--- src/rtl/seq_divider_pkg.sv ---
// -----------------------------------------------------------------------------
// seq_divider_pkg
//   Shared definitions for the iterative restoring divider: FSM state
//   encodings and the enum type the top-level FSM is built on.
// -----------------------------------------------------------------------------
package seq_divider_pkg;

   // Raw 2-bit encodings, kept as localparams so other blocks in the
   // arithmetic datapath can decode the divider state without the enum type.
   localparam logic [1:0] ST_IDLE = 2'd0;
   localparam logic [1:0] ST_CALC = 2'd1;
   localparam logic [1:0] ST_DONE = 2'd2;

   typedef enum logic [1:0] {
      IDLE = ST_IDLE,
      CALC = ST_CALC,
      DONE = ST_DONE
   } div_state_e;

endpackage

--- src/rtl/div_step.sv ---
// -----------------------------------------------------------------------------
// div_step
//   Combinational restoring-division step. Forms the partial remainder
//   {rem, q_msb} (WIDTH+1 bits), trial-subtracts {1'b0, div} and either keeps
//   the difference (quotient bit 1) or restores the shifted remainder
//   (quotient bit 0).
// Ports:
//   rem       in   WIDTH  current remainder
//   q_msb     in   1      next dividend bit shifted in from the Q register
//   div       in   WIDTH  divisor
//   rem_next  out  WIDTH  remainder after this step
//   q_bit     out  1      quotient bit produced by this step
// -----------------------------------------------------------------------------
module div_step #(
   parameter int WIDTH = 4
) (
   input  logic [WIDTH-1:0] rem,
   input  logic             q_msb,
   input  logic [WIDTH-1:0] div,
   output logic [WIDTH-1:0] rem_next,
   output logic             q_bit
);

   logic [WIDTH:0]   partial;
   logic [WIDTH-1:0] div_n;
   logic [WIDTH-1:0] diff;
   logic [WIDTH:0]   carry;

   assign partial  = {rem, q_msb};
   assign div_n    = ~div;
   assign carry[0] = 1'b1;

   // Subtract as partial + ~div + 1 over the low WIDTH bits.
   for (genvar i = 0; i < WIDTH; i++) begin : g_rca
      full_adder u_fa (
         .a    (partial[i]),
         .b    (div_n[i]),
         .cin  (carry[i]),
         .s    (diff[i]),
         .cout (carry[i+1])
      );
   end

   // Top bit of the WIDTH+1-bit subtract: the extended divisor bit is 0
   // (inverted to 1), so the final carry reduces to partial[WIDTH] | carry.
   // Carry-out (no borrow) is the "non-negative" test; unlike the sign bit it
   // stays correct when div == 0, which must produce an all-ones quotient.
   assign q_bit    = partial[WIDTH] | carry[WIDTH];
   assign rem_next = q_bit ? diff : partial[WIDTH-1:0];

endmodule

--- src/rtl/full_adder.sv ---
// -----------------------------------------------------------------------------
// full_adder
//   One-bit full adder, the ripple cell shared with the array multiplier.
// Ports:
//   a, b, cin  in   operand bits and carry in
//   s          out  sum bit
//   cout       out  carry out
// -----------------------------------------------------------------------------
module full_adder (
   input  logic a,
   input  logic b,
   input  logic cin,
   output logic s,
   output logic cout
);

   assign s    = a ^ b ^ cin;
   assign cout = (a & b) | (cin & (a ^ b));

endmodule

--- src/rtl/seq_divider.sv ---
// -----------------------------------------------------------------------------
// seq_divider
//   Iterative restoring divider, one quotient bit per clock. Unsigned
//   WIDTH-bit dividend / divisor -> WIDTH-bit quotient and remainder.
//
//   Timeline (E0 = edge that accepts i_start):
//     E0          latch operands, R=0, cnt=WIDTH-1, go CALC
//     E1..EW      one div_step per edge; last step moves to DONE
//     EW+1        results and o_done registered, back to IDLE
//   o_busy is a registered copy of "state != IDLE", so it is high from E1
//   through the o_done cycle. A start presented during the o_done cycle is
//   accepted (state is already IDLE), giving WIDTH+2 cycles per operation.
//
// Ports:
//   i_clk          in   1      clock, rising edge
//   i_rst_n        in   1      asynchronous active-low reset
//   i_start        in   1      request, sampled only in IDLE
//   i_dividend     in   WIDTH  dividend, captured on accept
//   i_divisor      in   WIDTH  divisor, captured on accept
//   o_busy         out  1      operation in progress
//   o_done         out  1      one-cycle pulse, results valid
//   o_quotient     out  WIDTH  quotient, held until next o_done
//   o_remainder    out  WIDTH  remainder, held until next o_done
//   o_div_by_zero  out  1      divisor was zero for this result
// -----------------------------------------------------------------------------
module seq_divider
   import seq_divider_pkg::*;
#(
   parameter int WIDTH = 4
) (
   input  logic             i_clk,
   input  logic             i_rst_n,
   input  logic             i_start,
   input  logic [WIDTH-1:0] i_dividend,
   input  logic [WIDTH-1:0] i_divisor,
   output logic             o_busy,
   output logic             o_done,
   output logic [WIDTH-1:0] o_quotient,
   output logic [WIDTH-1:0] o_remainder,
   output logic             o_div_by_zero
);

   localparam int               CNT_W    = $clog2(WIDTH);
   localparam logic [CNT_W-1:0] CNT_INIT = CNT_W'(WIDTH - 1);
   localparam logic [CNT_W-1:0] CNT_ONE  = CNT_W'(1);

   div_state_e       state;
   logic [CNT_W-1:0] cnt;
   logic [WIDTH-1:0] q_reg;   // dividend shifts out the top, quotient in the bottom
   logic [WIDTH-1:0] r_reg;
   logic [WIDTH-1:0] d_reg;
   logic [WIDTH-1:0] r_next;
   logic             q_bit;

   div_step #(.WIDTH(WIDTH)) u_step (
      .rem      (r_reg),
      .q_msb    (q_reg[WIDTH-1]),
      .div      (d_reg),
      .rem_next (r_next),
      .q_bit    (q_bit)
   );

   always_ff @(posedge i_clk or negedge i_rst_n) begin
      if (!i_rst_n) begin
         state         <= IDLE;
         cnt           <= '0;
         q_reg         <= '0;
         r_reg         <= '0;
         d_reg         <= '0;
         o_busy        <= 1'b0;
         o_done        <= 1'b0;
         o_quotient    <= '0;
         o_remainder   <= '0;
         o_div_by_zero <= 1'b0;
      end else begin
         o_done <= 1'b0;
         o_busy <= (state != IDLE);
         case (state)
            IDLE: begin
               if (i_start) begin
                  q_reg <= i_dividend;
                  d_reg <= i_divisor;
                  r_reg <= '0;
                  cnt   <= CNT_INIT;
                  state <= CALC;
               end
            end
            CALC: begin
               q_reg <= {q_reg[WIDTH-2:0], q_bit};
               r_reg <= r_next;
               cnt   <= cnt - CNT_ONE;
               if (cnt == '0) state <= DONE;
            end
            DONE: begin
               o_quotient    <= q_reg;
               o_remainder   <= r_reg;
               o_div_by_zero <= (d_reg == '0);
               o_done        <= 1'b1;
               state         <= IDLE;
            end
            default: state <= IDLE;
         endcase
      end
   end

endmodule

--- config.mk ---
export PLATFORM = sky130hd
export DESIGN_NAME = seq_divider
export DESIGN_NICKNAME = d
export VERILOG_FILES = /design/src/rtl/seq_divider_pkg.sv /design/src/rtl/div_step.sv /design/src/rtl/full_adder.sv /design/src/rtl/seq_divider.sv
export SDC_FILE = /design/constraint.sdc
export NUM_CORES = 1
export LEC_CHECK = 0
export ABC_AREA = 1
export CAP_MARGIN = 20
export CELL_PAD_IN_SITES_DETAIL_PLACEMENT = 1
export CELL_PAD_IN_SITES_GLOBAL_PLACEMENT = 2
export CORE_MARGIN = 4
export CORE_UTILIZATION = 39
export CTS_CLUSTER_DIAMETER = 60
export DETAILED_ROUTE_END_ITERATION = 16
export DONT_BUFFER_PORTS = 1
export GPL_TIMING_DRIVEN = 0
export PLACE_DENSITY = 0.88
export SYNTH_ARGS = -nofsm -noshare
export SYNTH_HDL_FRONTEND = slang
export SYNTH_SLANG_ARGS = --single-unit
--- constraint.sdc ---
create_clock -name i_clk -period 5.85 [get_ports i_clk]
set_input_delay 0.8775 -clock i_clk [delete_from_list [all_inputs] [get_ports i_clk]]
set_output_delay 0.8775 -clock i_clk [all_outputs]
set_load 0.03 [all_outputs]
=== Word-level counts from Yosys, hierarchy flattened ===
Index checks and enable logic that the tools add are counted.

* Flip-flop bits (word level): 27
* Output and inout bits: 11
* Word-level logic and storage cells: 55

* Add/sub/neg operators: 1
* Equal/unequal tests: 4
* Mux-type cells: 11
* Bitwise logic cells: 21
* Reduce and logical (&&, ||, !) cells: 8

{| class="wikitable"
|+ Operators by type and width
! operator !! count
|-
| 4-bit case mux with 2 select lines || 2
|-
| 4-bit two-way mux || 3
|-
| 2-bit case mux with 2 select lines || 2
|-
| 1-bit AND || 7
|-
| 1-bit XOR || 7
|-
| 2-bit two-way mux || 3
|-
| 2-bit AND reduction || 3
|-
| 1-bit OR || 5
|-
| 2-bit zero test || 2
|-
| 4-bit zero test || 1
|-
| 2-bit inequality test, second input constant || 2
|-
| 4-bit inverter || 1
|-
| 2-bit nonzero test || 2
|-
| 2-bit by 1-bit equality test with 1-bit output, second input constant || 1
|-
| 2-bit equality test, second input constant || 1
|-
| 2-bit by 1-bit subtractor with 2-bit output, second input constant || 1
|-
| 1-bit two-way mux || 1
|-
| 1-bit inverter || 1
|}

=== Depth between registers and ports, before layout ===
* Depth after elaboration: 12
* Depth in mapped cells: 9

=== Cells and area by module ===
A second synthesis with hierarchy kept.

* Cell total of the unflattened synthesis: 151
* Area total of the unflattened synthesis: 1253.7 µm²

{| class="wikitable"
|+ Modules (own cells, without submodules)
! module !! instances !! cells an instance !! area each (µm²)
|-
| seq_divider || 1 || 128 || 1094.8
|-
| full_adder || 4 || 1 || 20.0
|-
| div_step || 1 || 19 || 78.8
|}

=== Worst setup path after synthesis ===
Ideal clock, no wire load.

* Path kind: flip-flop to flip-flop
* Start point: reg d_reg[0]
* End point: reg r_reg[0]
* Arrival time: 2.057 ns
* Setup slack: 3.676 ns
* Stages on the path, launching flop included: 9
* Path buffers: 0
* Period minus slack after synthesis: 2.174 ns
* Cell sequence: dfrtp_1 -> ha_1 -> fa_1 -> fa_1 -> fa_1 -> nand2_1 -> nand2_1 -> nand3_1 -> nand2_1

* Longest elaborated chain between the ends: 12

{| class="wikitable"
|+ RTL lines
! element !! line !! text
|-
| start, declared || seq_divider.sv:51 || <nowiki>logic [WIDTH-1:0] d_reg;</nowiki>
|-
| start signal, assigned || seq_divider.sv:82 || <nowiki>d_reg <= i_divisor;</nowiki>
|-
| 4-bit inverter * || div_step.sv:30 || <nowiki>assign div_n = ~div;</nowiki>
|-
| 1-bit AND / 1-bit XOR (equally long branches) || full_adder.sv:18, full_adder.sv:17 ||
|-
| 1-bit OR || full_adder.sv:18 || <nowiki>assign cout = (a & b) | (cin & (a ^ b));</nowiki>
|-
| 1-bit AND || full_adder.sv:18 ||
|-
| 1-bit OR || full_adder.sv:18 ||
|-
| 1-bit AND || full_adder.sv:18 ||
|-
| 1-bit OR || full_adder.sv:18 ||
|-
| 1-bit AND || full_adder.sv:18 ||
|-
| 1-bit OR || full_adder.sv:18 ||
|-
| 1-bit OR || div_step.sv:48 || <nowiki>assign q_bit = partial[WIDTH] | carry[WIDTH];</nowiki>
|-
| 4-bit two-way mux * || div_step.sv:49 || <nowiki>assign rem_next = q_bit ? diff : partial[WIDTH-1:0];</nowiki>
|-
| 4-bit case mux with 2 select lines * || seq_divider.sv:78 || <nowiki>case (state)</nowiki>
|-
| end signal, assigned || seq_divider.sv:90 || <nowiki>r_reg <= r_next;</nowiki>
|-
| end, declared || seq_divider.sv:50 || <nowiki>logic [WIDTH-1:0] r_reg;</nowiki>
|}

Every way passes the cells marked *; elsewhere a longest branch is shown, timed or not.
A chain may end at the register's enable or synchronous reset.

=== Worst setup path in the final report ===
* Start point: reg d_reg[0]
* End point: reg r_reg[2]

* Longest elaborated chain between the ends: 12

{| class="wikitable"
|+ RTL lines
! element !! line
|-
| 4-bit inverter * || div_step.sv:30
|-
| 1-bit AND / 1-bit XOR (equally long branches) || full_adder.sv:18
|-
| 1-bit OR * || full_adder.sv:18
|-
| 1-bit AND * || full_adder.sv:18
|-
| 1-bit OR * || full_adder.sv:18
|-
| 1-bit AND || full_adder.sv:18
|-
| 1-bit OR || full_adder.sv:18
|-
| 1-bit AND || full_adder.sv:18
|-
| 1-bit OR || full_adder.sv:18
|-
| 1-bit OR || div_step.sv:48
|-
| 4-bit two-way mux * || div_step.sv:49
|-
| 4-bit case mux with 2 select lines * || seq_divider.sv:78
|}

Marked as above.

==> reports/metrics.cfg <==
[global_route]
grt_pass1_wl_um = 4240
grt_pass1_vias = 936
grtUsageTotal_pct = 13.2
antenna_found_initial = 0
overflow = 0
grt_max_degree = 28

[worst_hold_path]
hold_path.class = in -> async

[clock_tree]
root_buffer = clkbuf_4
clk_pin_slew_ns = 0.16
insertion_delay_ns = 0.33
postCtsSetupRepairBufs = 0
clock_tree.buffer_depth = 2
cts_inserted_buffers = 3
cts_resized = 0
tritoncts = yes
ctsHoldBuffers = 0
cts_max_level = 1
cts.sinks = 27

[status]
status = finished, final reports clean

[final_layout]
n_fill_cell = 350
syn_to_final_growth_pct = 5.69
num_antenna_cells = 0
drive_gt1_share_pct = 5.63
multi_input_area_um2 = 464
nets = 159
final_util_pct = 44.8
regArea_um2 = 676

[synth]
ys_top_cells_by_count = nand2_1 (57), dfrtp_1 (27), nand3_1 (18)
synth_cells = 138
synth_fp_nets = 154
synth-edff-count = 0
ys_warn_count = 0
postSynthAreaPerCell_um2 = 8.76
synth_top_area_share_pct = 55.9
synthDistinctLibCells = 14
synth_ff_type = dfrtp_1
synth.yosys.seq_area_share_pct = 55.9
synth_most_common_cell = nand2_1
async_flop_share_pct = 100
synth_area_um2 = 1210
yosys_register_bits = 27
ys_top_cells_by_area = dfrtp_1 (56%), nand2_1 (18%), nand3_1 (7.5%), fa_1 (5.0%), inv_1 (4.0%)
synth_top_cell_by_area = dfrtp_1

[sta]
timing.fmax_ghz = 0.416
slew_violations = 0
finalSetupViolations = 0
relSlewSlack_pct = 72.6
post-route-period-util_pct = 41.1
clock_skew_ns = 0.0171
tightest_slew_ns = 0.409
hold_viol_final = 0
period_minus_slack_ns = 2.40
setup_tns_ns = 0
grt_setup_unrepaired = no

[place]
port_buffers = 0
place_congestion = 0.834
hpwl_um = 1780

[routing]
ant_nets = 0
drt_wl_total_um = 2310
routedWlPerCell_um = 13.4
firstDrtPassIters = 4
viasPerCell = 5.13
initialDrtViolationCount = 35
dr_total_vias = 888
drc_errors = 0

[worst_setup_path]
crit_required_ns = 6.08
critPathKind = reg -> reg
crit_path_max_fanout = 5
r2r_slack_ns = 3.45
cp-end-kind = flip-flop
cp-start-kind = flip-flop
critPathArrivalTime_ns = 2.63
reg2reg_depth = 8

[floorplanning]
initial_utilization_pct = 42.4
io_pins = 22
die_w_um = 63.7
num_rows = 19
die-area_um2 = 4050
die_height_um = 63.7
core-area_um2 = 2850

[pwr]
power_uw = 802
power_leakage_uw = 0.000674
power_density_nw_per_um2 = 627
vdd_drop_max_uv = 216

[flow_run]
drv_cap = 0

[routing by layer]
metal	part of all wire (%)	up-vias	track usage, %	wire length [µm]
met5	0	-	0	0
met4	1.1	0	4.85	26
met3	5.1	4	3.91	119
met2	45	22	21.0	1030
met1	49	427	16.9	1140
li1	-	435	-	-
[cells by family (layout without fill, tap and decap cells)]
family / Yosys count / in the layout / share of synthesized area (%)
compound gates: 9 / 9 / 3.73
fa+ha+maj: 5 / 5 / 7.04
buf+inv: 16 / 20 / 5.69
flops: 27 / 27 / 55.9
simple gates: 81 / 81 / 27.6
[metrics by stage]
step / instance area [µm²] / setup slack (ns) / cells / hold WS (ns)
after floorplan: 1210 / 3.68 / 138 / 0.448
after global placement: 1250 / 3.54 / 169 / 0.463
after detailed placement: 1250 / 3.50 / 169 / 0.466
after CTS: 1280 / 3.45 / 173 / 0.202
after global routing: 1280 / 3.29 / 173 / 0.169
final: 1280 / 3.45 / 173 / 0.208
[area by class of cell]
cell class | count | share of cell area (%)
plain buffers | 2 | 1.27
clock buffers | 3 | 1.76
clock inverters | 1 | 0.588
inverters | 14 | 4.11
multi-input cells | 95 | 36.3
flip-flops and latches | 27 | 52.9
well taps | 31 | 3.04
[worst paths after layout]
| kind | from | endpoint |
|---|---|---|
| worst max-delay path | d_reg[0]$_DFFE_PN0P_ | r_reg[2]$_DFFE_PN0P_ |
| max in group asynchronous | i_rst_n | r_reg[2]$_DFFE_PN0P_ |
| worst min-delay path | i_rst_n | cnt[0]$_DFFE_PN0P_ |
| worst max register to register | d_reg[0]$_DFFE_PN0P_ | r_reg[2]$_DFFE_PN0P_ |
| min in group i_clk | cnt[0]$_DFFE_PN0P_ | cnt[0]$_DFFE_PN0P_ |
| worst min register to register | cnt[0]$_DFFE_PN0P_ | cnt[0]$_DFFE_PN0P_ |
[where the power goes]
group | internal, µW | leakage, µW | switching (µW) | total [µW]
clock | 26.2 | 0.0000139 | 56.6 | 82.8
sequential | 274 | 0.000334 | 132 | 406
combinational | 118 | 0.000327 | 195 | 313
total | 418 | 0.000674 | 384 | 802
[placed cells by master (no fill, tap or decap)]
master / count
nand3_1: 18
nor2_4: 1
inv_1: 13
clkbuf_4: 3
buf_2: 1
clkinvlp_4: 1
nor2_1: 5
dfrtp_1: 27
o21ai_1: 1
inv_2: 1
fa_1: 3
ha_1: 2
nand2_1: 57
o21ai_0: 7
buf_6: 1
a21oi_1: 1
[worst max-delay path, stage by stage, from the launching register on]
cell	delay, ns
dfrtp_1	0.44
ha_1	0.22
fa_1	0.37
fa_1	0.39
fa_1	0.47
nand2_1	0.21
nand2_1	0.08
nand3_1	0.07
nand2_1	0.05
No activity file was read; power rests on OpenSTA's default activity.
